==> src/rtl/reg_file_sb_if.sv <==
// Bus bundle for reg_file_sb: read/write/allocate/clear requests plus registered
// read data, scoreboard status and ready.
interface reg_file_sb_if #(
  parameter int XLEN = 32,
  parameter int AW   = 5
);
  logic            i_re;
  logic            i_wr;
  logic [AW-1:0]   i_rs1;
  logic [AW-1:0]   i_rs2;
  logic [AW-1:0]   i_rd;
  logic [XLEN-1:0] i_write_data;
  logic            i_alloc;
  logic [AW-1:0]   i_alloc_rd;
  logic            i_clear;
  logic [XLEN-1:0] o_read_data1;
  logic [XLEN-1:0] o_read_data2;
  logic            o_rs1_busy;
  logic            o_rs2_busy;
  logic            o_ready;

  modport master (
    output i_re, i_wr, i_rs1, i_rs2, i_rd, i_write_data, i_alloc, i_alloc_rd, i_clear,
    input  o_read_data1, o_read_data2, o_rs1_busy, o_rs2_busy, o_ready
  );

  modport slave (
    input  i_re, i_wr, i_rs1, i_rs2, i_rd, i_write_data, i_alloc, i_alloc_rd, i_clear,
    output o_read_data1, o_read_data2, o_rs1_busy, o_rs2_busy, o_ready
  );
endinterface

==> src/rtl/reg_file_sb.sv <==
// Two-read/one-write register file with per-register busy scoreboard and a
// zeroing sweep that runs after reset or on request.
module reg_file_sb #(
  parameter int XLEN   = 32,
  parameter int NREGS  = 32,
  parameter bit BYPASS = 1'b1
) (
  input  logic         clk,
  input  logic         rst,
  reg_file_sb_if.slave bus
);
  localparam int AW = $clog2(NREGS);
  localparam logic [AW-1:0] LAST_IDX  = AW'(NREGS - 1);
  localparam logic [AW-1:0] FIRST_IDX = AW'(1);

  typedef enum logic {SWEEP, READY} state_t;

  state_t          state, state_nxt;
  logic [AW-1:0]   idx, idx_nxt;
  logic [XLEN-1:0] regs [NREGS];
  logic [NREGS-1:0] busy, busy_nxt;
  logic            active;
  logic            do_wr, do_alloc, do_rd;
  logic [XLEN-1:0] rdata1, rdata2;

  always_comb begin
    state_nxt = state;
    idx_nxt   = idx;
    active    = 1'b0;
    case (state)
      SWEEP: begin
        idx_nxt = idx + 1'b1;
        if (idx == LAST_IDX) begin
          state_nxt = READY;
          idx_nxt   = FIRST_IDX;
        end
      end
      READY: begin
        if (bus.i_clear) begin
          state_nxt = SWEEP;
          idx_nxt   = FIRST_IDX;
        end else begin
          active = 1'b1;
        end
      end
      default: begin
        state_nxt = SWEEP;
        idx_nxt   = FIRST_IDX;
      end
    endcase
  end

  assign do_wr    = active && bus.i_wr && (bus.i_rd != '0);
  assign do_alloc = active && bus.i_alloc && (bus.i_alloc_rd != '0);
  assign do_rd    = active && bus.i_re;
  assign bus.o_ready = (state == READY);

  // Allocate is applied after write-clear so it wins on a shared address.
  always_comb begin
    busy_nxt = busy;
    if (state == READY && bus.i_clear) busy_nxt = '0;
    if (do_wr)    busy_nxt[bus.i_rd]       = 1'b0;
    if (do_alloc) busy_nxt[bus.i_alloc_rd] = 1'b1;
    busy_nxt[0] = 1'b0;
  end

  // Register 0 is never stored; it is forced to zero on the read path.
  always_comb begin
    rdata1 = (bus.i_rs1 == '0) ? '0 : regs[bus.i_rs1];
    rdata2 = (bus.i_rs2 == '0) ? '0 : regs[bus.i_rs2];
    if (BYPASS && do_wr && (bus.i_rd == bus.i_rs1)) rdata1 = bus.i_write_data;
    if (BYPASS && do_wr && (bus.i_rd == bus.i_rs2)) rdata2 = bus.i_write_data;
  end

  always_ff @(posedge clk or posedge rst) begin
    if (rst) begin
      state            <= SWEEP;
      idx              <= FIRST_IDX;
      busy             <= '0;
      bus.o_read_data1 <= '0;
      bus.o_read_data2 <= '0;
      bus.o_rs1_busy   <= 1'b0;
      bus.o_rs2_busy   <= 1'b0;
    end else begin
      state <= state_nxt;
      idx   <= idx_nxt;
      busy  <= busy_nxt;
      if (do_rd) begin
        bus.o_read_data1 <= rdata1;
        bus.o_read_data2 <= rdata2;
        bus.o_rs1_busy   <= busy_nxt[bus.i_rs1];
        bus.o_rs2_busy   <= busy_nxt[bus.i_rs2];
      end
    end
  end

  always_ff @(posedge clk) begin
    if (state == SWEEP) begin
      regs[idx] <= '0;
    end else if (do_wr) begin
      regs[bus.i_rd] <= bus.i_write_data;
    end
  end
endmodule

==> src/flat_wrapper.sv <==
// flat-port wrapper written by rule: the top's interface ports become plain ports
module reg_file_sb_flat 
#(
  parameter int XLEN   = 32,
  parameter int NREGS  = 32,
  parameter bit BYPASS = 1'b1
)
  (clk, rst, bus_i_re, bus_i_wr, bus_i_rs1, bus_i_rs2, bus_i_rd, bus_i_write_data, bus_i_alloc, bus_i_alloc_rd, bus_i_clear, bus_o_read_data1, bus_o_read_data2, bus_o_rs1_busy, bus_o_rs2_busy, bus_o_ready);
  reg_file_sb_if #(.XLEN(XLEN), .AW((5))) bus_i ();
  input  logic clk;
  input  logic rst;
  input wire logic [$bits(bus_i.i_re)-1:0] bus_i_re;
  input wire logic [$bits(bus_i.i_wr)-1:0] bus_i_wr;
  input wire logic [$bits(bus_i.i_rs1)-1:0] bus_i_rs1;
  input wire logic [$bits(bus_i.i_rs2)-1:0] bus_i_rs2;
  input wire logic [$bits(bus_i.i_rd)-1:0] bus_i_rd;
  input wire logic [$bits(bus_i.i_write_data)-1:0] bus_i_write_data;
  input wire logic [$bits(bus_i.i_alloc)-1:0] bus_i_alloc;
  input wire logic [$bits(bus_i.i_alloc_rd)-1:0] bus_i_alloc_rd;
  input wire logic [$bits(bus_i.i_clear)-1:0] bus_i_clear;
  output wire logic [$bits(bus_i.o_read_data1)-1:0] bus_o_read_data1;
  output wire logic [$bits(bus_i.o_read_data2)-1:0] bus_o_read_data2;
  output wire logic [$bits(bus_i.o_rs1_busy)-1:0] bus_o_rs1_busy;
  output wire logic [$bits(bus_i.o_rs2_busy)-1:0] bus_o_rs2_busy;
  output wire logic [$bits(bus_i.o_ready)-1:0] bus_o_ready;
  assign bus_i.i_re = bus_i_re;
  assign bus_i.i_wr = bus_i_wr;
  assign bus_i.i_rs1 = bus_i_rs1;
  assign bus_i.i_rs2 = bus_i_rs2;
  assign bus_i.i_rd = bus_i_rd;
  assign bus_i.i_write_data = bus_i_write_data;
  assign bus_i.i_alloc = bus_i_alloc;
  assign bus_i.i_alloc_rd = bus_i_alloc_rd;
  assign bus_i.i_clear = bus_i_clear;
  assign bus_o_read_data1 = bus_i.o_read_data1;
  assign bus_o_read_data2 = bus_i.o_read_data2;
  assign bus_o_rs1_busy = bus_i.o_rs1_busy;
  assign bus_o_rs2_busy = bus_i.o_rs2_busy;
  assign bus_o_ready = bus_i.o_ready;
  reg_file_sb #(.XLEN(XLEN), .NREGS(NREGS), .BYPASS(BYPASS)) u_core (.clk(clk), .rst(rst), .bus(bus_i));
endmodule
==> config.mk <==
export PLATFORM = sky130hd
export DESIGN_NAME = reg_file_sb_flat
export DESIGN_NICKNAME = d
export VERILOG_FILES = /design/src/rtl/reg_file_sb_if.sv /design/src/rtl/reg_file_sb.sv /design/src/flat_wrapper.sv
export SDC_FILE = /design/constraint.sdc
export NUM_CORES = 2
export LEC_CHECK = 0
export BUFFER_PORTS_ARGS = -buffer_cell sky130_fd_sc_hd__buf_2
export CELL_PAD_IN_SITES_DETAIL_PLACEMENT = 1
export CELL_PAD_IN_SITES_GLOBAL_PLACEMENT = 1
export CORE_ASPECT_RATIO = 0.8
export CORE_MARGIN = 2
export CORE_UTILIZATION = 35
export CTS_CLUSTER_SIZE = 24
export DETAILED_ROUTE_END_ITERATION = 6
export GPL_TIMING_DRIVEN = 0
export HOLD_SLACK_MARGIN = 0.05
export PLACE_DENSITY = 0.65
export RECOVER_POWER = 25
export SLEW_MARGIN = 20
export SYNTH_ARGS = -nofsm -noshare
export SYNTH_HDL_FRONTEND = slang
export SYNTH_SLANG_ARGS = --single-unit
==> constraint.sdc <==
create_clock -name clk -period 4.35 [get_ports clk]
set_input_delay 0.2175 -clock clk [delete_from_list [all_inputs] [get_ports clk]]
set_output_delay 0.2175 -clock clk [all_outputs]
set_load 0.05 [all_outputs]
==> run_results.csv <==
group,metric,value,unit
critical_path,path_delay_family,"buffers and inverters",
synth,syn_inst,2620,
timing,rsz0062_at_grt,"false",
synth,synth_seq_cells,1127,
synth,synth.most_common_cell,"edfxtp_1",
critical_path,critPathLaunchType,"register",
floorplan,io_pins,125,
layout,layout.nets,3017,
detailed_routing,viasPerCell,6.56,
clock_network,cts_made_buffers,111,
clock_network,clockBufferDepth,3,
floorplan,die_y,351,um
detailed_routing,route.detailed.drc,0,
synth,syn_nets,2680,
timing,period_share,99.4,%
synth,synth_edf_count,1024,
synth,yosysTopAreaCell,"edfxtp_1",
layout,area_delta_synth_final,17.3,%
synth,synth_area,52700,um^2
critical_path,crit_required,4.79,ns
layout,drive_above_1_share,36.0,%
detailed_routing,via_count,33200,
power,power_density,501,nW/um^2
place,gp_congestion,0.917,
critical_path,cp_max_fo,14,
floorplan,die_area,154000,um^2
clock_network,cts.htree.levels,3,
synth,async_reset_ff_share,9.14,%
timing,finalSetupViolations,0,
critical_path,crit_buf_inv,5,
synth,netlist-cell-type-count,69,
synth,synth_common_cells,"1,024 x edfxtp_1, 641 x mux4_2, 122 x clkbuf_1, 102 x dfrtp_1, 83 x nor2_1",
global_route,use_met3,8.31,%
global_route,use_met1,36.3,%
synth,synth_area_leaders,"edfxtp_1 58%, mux4_2 27%, dfrtp_1 4.8%, mux2i_1 1.2%, clkbuf_1 0.87%",
power,p_total,31000,uW
critical_path,slowest_delay,0.66,ns
global_route,grt.met2_usage,39.6,%
run_status,violations,"capacitance limit, slew limit",
power,power.leakage,0.0189,uW
timing,slew_viol_final,134,
timing,post-route-min-period,4.32,ns
timing,max_slew_margin,-35.4,%
detailed_routing,final_antenna_net_count,0,
detailed_routing,drt_iter0_drc,5251,
power,vdd.ir_drop.worst,0.373,mV
global_route,grt_max_degree,71,
critical_path,crit_type,"reg2reg",
critical_path,crit_arrival,4.77,ns
clock_network,cts_tree,"yes",
floorplan,core_area,150000,um^2
global_route,grt_pass1_vias,33600,
detailed_routing,dr.pass1.iters,6,
place,post-place-ws,0.236,ns
clock_network,worst_setup_hold_path_clk_slew,0.06,ns
global_route,grt.total_usage,26.8,%
floorplan,fp.dieW,438,um
synth,ys.flop_type,"edfxtp_1",
clock_network,root_buffer,"clkbuf_16",
timing,fin_hold_ws,0.113,ns
detailed_routing,avgRoutedWirePerCell,40.9,um
run,max_cap_violations,9,
place,port_buffers,112,
critical_path,critical_path.cell_chain,"buf_2 -> nand4b_1 -> clkbuf_1 -> clkbuf_1 -> and2_1 -> nand2_1 -> nor2_4 -> buf_16 -> buf_16",
synth,yosys_warnings,0,
detailed_routing,wirelength,207000,um
place,placement.cell_area,57900,um^2
critical_path,endpoint_kind,"register",
hold_path,worstHoldPathType,"in2reg",
critical_path,crit_path_top_delay_cell,"clkbuf_1",
synth,ys_seq_area_share,63.2,%
clock_network,cts.sinks,1127,
global_route,antenna_found_initial,11,
run_status,status,"complete, but fails checks",
synth,synth_top_area_share,58.4,%
floorplan,rows,127,
timing,fmax,231,MHz
synth,synth.avg_cell_area,20.1,um^2
timing,tightest_slew,2.02,ns
place,dpl.hpwl,145000,um
clock_network,clk_latency,0.74,ns
global_route,grt.busiest_layer,"met2",
global_route,grt_pass1_wl,281000,um
timing,setup_ws,0.0263,ns
layout,final_cell_area,61800,um^2
timing,finClkSkew,0.0236,ns
floorplan,start_util,35.2,%
global_route,grt-ovfl-total,0,
timing,hold_viol,0,
-- kinds of logic after synthesis --
logic type / synth area share (%)
flops: 63.2
mux: 28.6
simple gates: 2.93
compound gates: 3.08
buf+inv: 1.84
xor+xnor: 0.249
fa+ha+maj: 0.0475
-- metal layers --
layer  vias to the layer above  share of wire (%)
met5                         -             0.0087
met4                         2                5.1
met3                       427                 12
met2                      2519                 44
met1                     18200                 38
li1                      12100                  -
-- area by class of cell --
class,count,area [um^2]
Fill cell,14300,87800
Clock buffer,157,3060
Antenna cell,11,27.5
Timing Repair Buffer,224,2670
Inverter,12,46.3
Clock inverter,53,573
Tap cell,1999,2500
Buffer,218,987
Multi-Input combinational cell,1263,18600
Sequential cell,1127,33300
-- registers in the layout (all words and copies together) (netlist names) --
name,cells
u_core.bus.o_rs2_busy,1
u_core.busy,31
u_core.bus.o_ready,1
u_core.regs,1024
u_core.bus.o_read_data2,32
u_core.bus.o_read_data1,32
u_core.bus.o_rs1_busy,1
u_core.idx,5
-- cell usage in the layout, fill, tap and decap left out, types with 10 or more instances in the layout --
cell,instances
a211oi_1,10
a21oi_1,49
and2_2,22
buf_12,10
buf_16,56
buf_2,128
bufinv_16,11
clkbuf_1,190
clkbuf_16,112
clkbuf_2,44
clkinv_1,13
clkinv_2,18
dfrtp_1,102
diode_2,11
dlygate4sd3_1,42
edfxtp_1,1024
inv_1,10
mux2i_1,64
mux4_2,641
nand2_1,74
nand2b_1,12
nand3_1,48
nor2_1,55
nor2_4,26
o211ai_1,41
o21ai_0,16
o22ai_1,36
o311ai_0,26
or3_1,10
xnor2_1,10
-- metrics by stage --
| step | utilization (%) | setup TNS (ns) | cells |
|---|---|---|---|
| after floorplan | - | 0 | 2620 |
| after global placement | 37.2 | -2069.49 | 4731 |
| after detailed placement | 38.7 | 0 | 4800 |
| after CTS | 41.4 | 0 | 5052 |
| after global routing | 41.3 | 0 | 5053 |
| final | 41.3 | 0 | 5064 |
-- worst paths after layout --
path	depth (start not counted)	startpoint	slack, ns	endpoint
max	9	u_core.bus.o_ready$_DFF_PP0_	0.03	u_core.regs[21][20]$_DFFE_PP_
min	4	bus_i_clear	0.11	u_core.bus.o_ready$_DFF_PP0_
max reg2reg	9	u_core.bus.o_ready$_DFF_PP0_	0.03	u_core.regs[21][20]$_DFFE_PP_
min reg2reg	2	u_core.bus.o_read_data2[5]$_DFFE_PP0P_	0.54	u_core.bus.o_read_data2[5]$_DFFE_PP0P_
max in group asynchronous	5	rst	2.04	u_core.bus.o_read_data2[21]$_DFFE_PP0P_
min in group asynchronous	4	rst	1.10	u_core.bus.o_ready$_DFF_PP0_
-- worst register-to-register path, delay by kind of cell (launching register included) --
family        cells  cell delay (ns)
flops             1             0.38
buf+inv           5             1.97
simple gates      4             1.66
-- what timing repair did --
action,4_1_cts,5_1_grt
gates resized for setup,0,0
hold endpoints to repair,181,0
hold buffers,42,0
setup buffers,0,0
-- power breakdown --
group          internal (uW)  switching (uW)  total (uW)
Sequential             13400             795       14200
Clock                   5560            4420        9980
Combinational           2500            4260        6760
(Power assumes the default switching activity.)
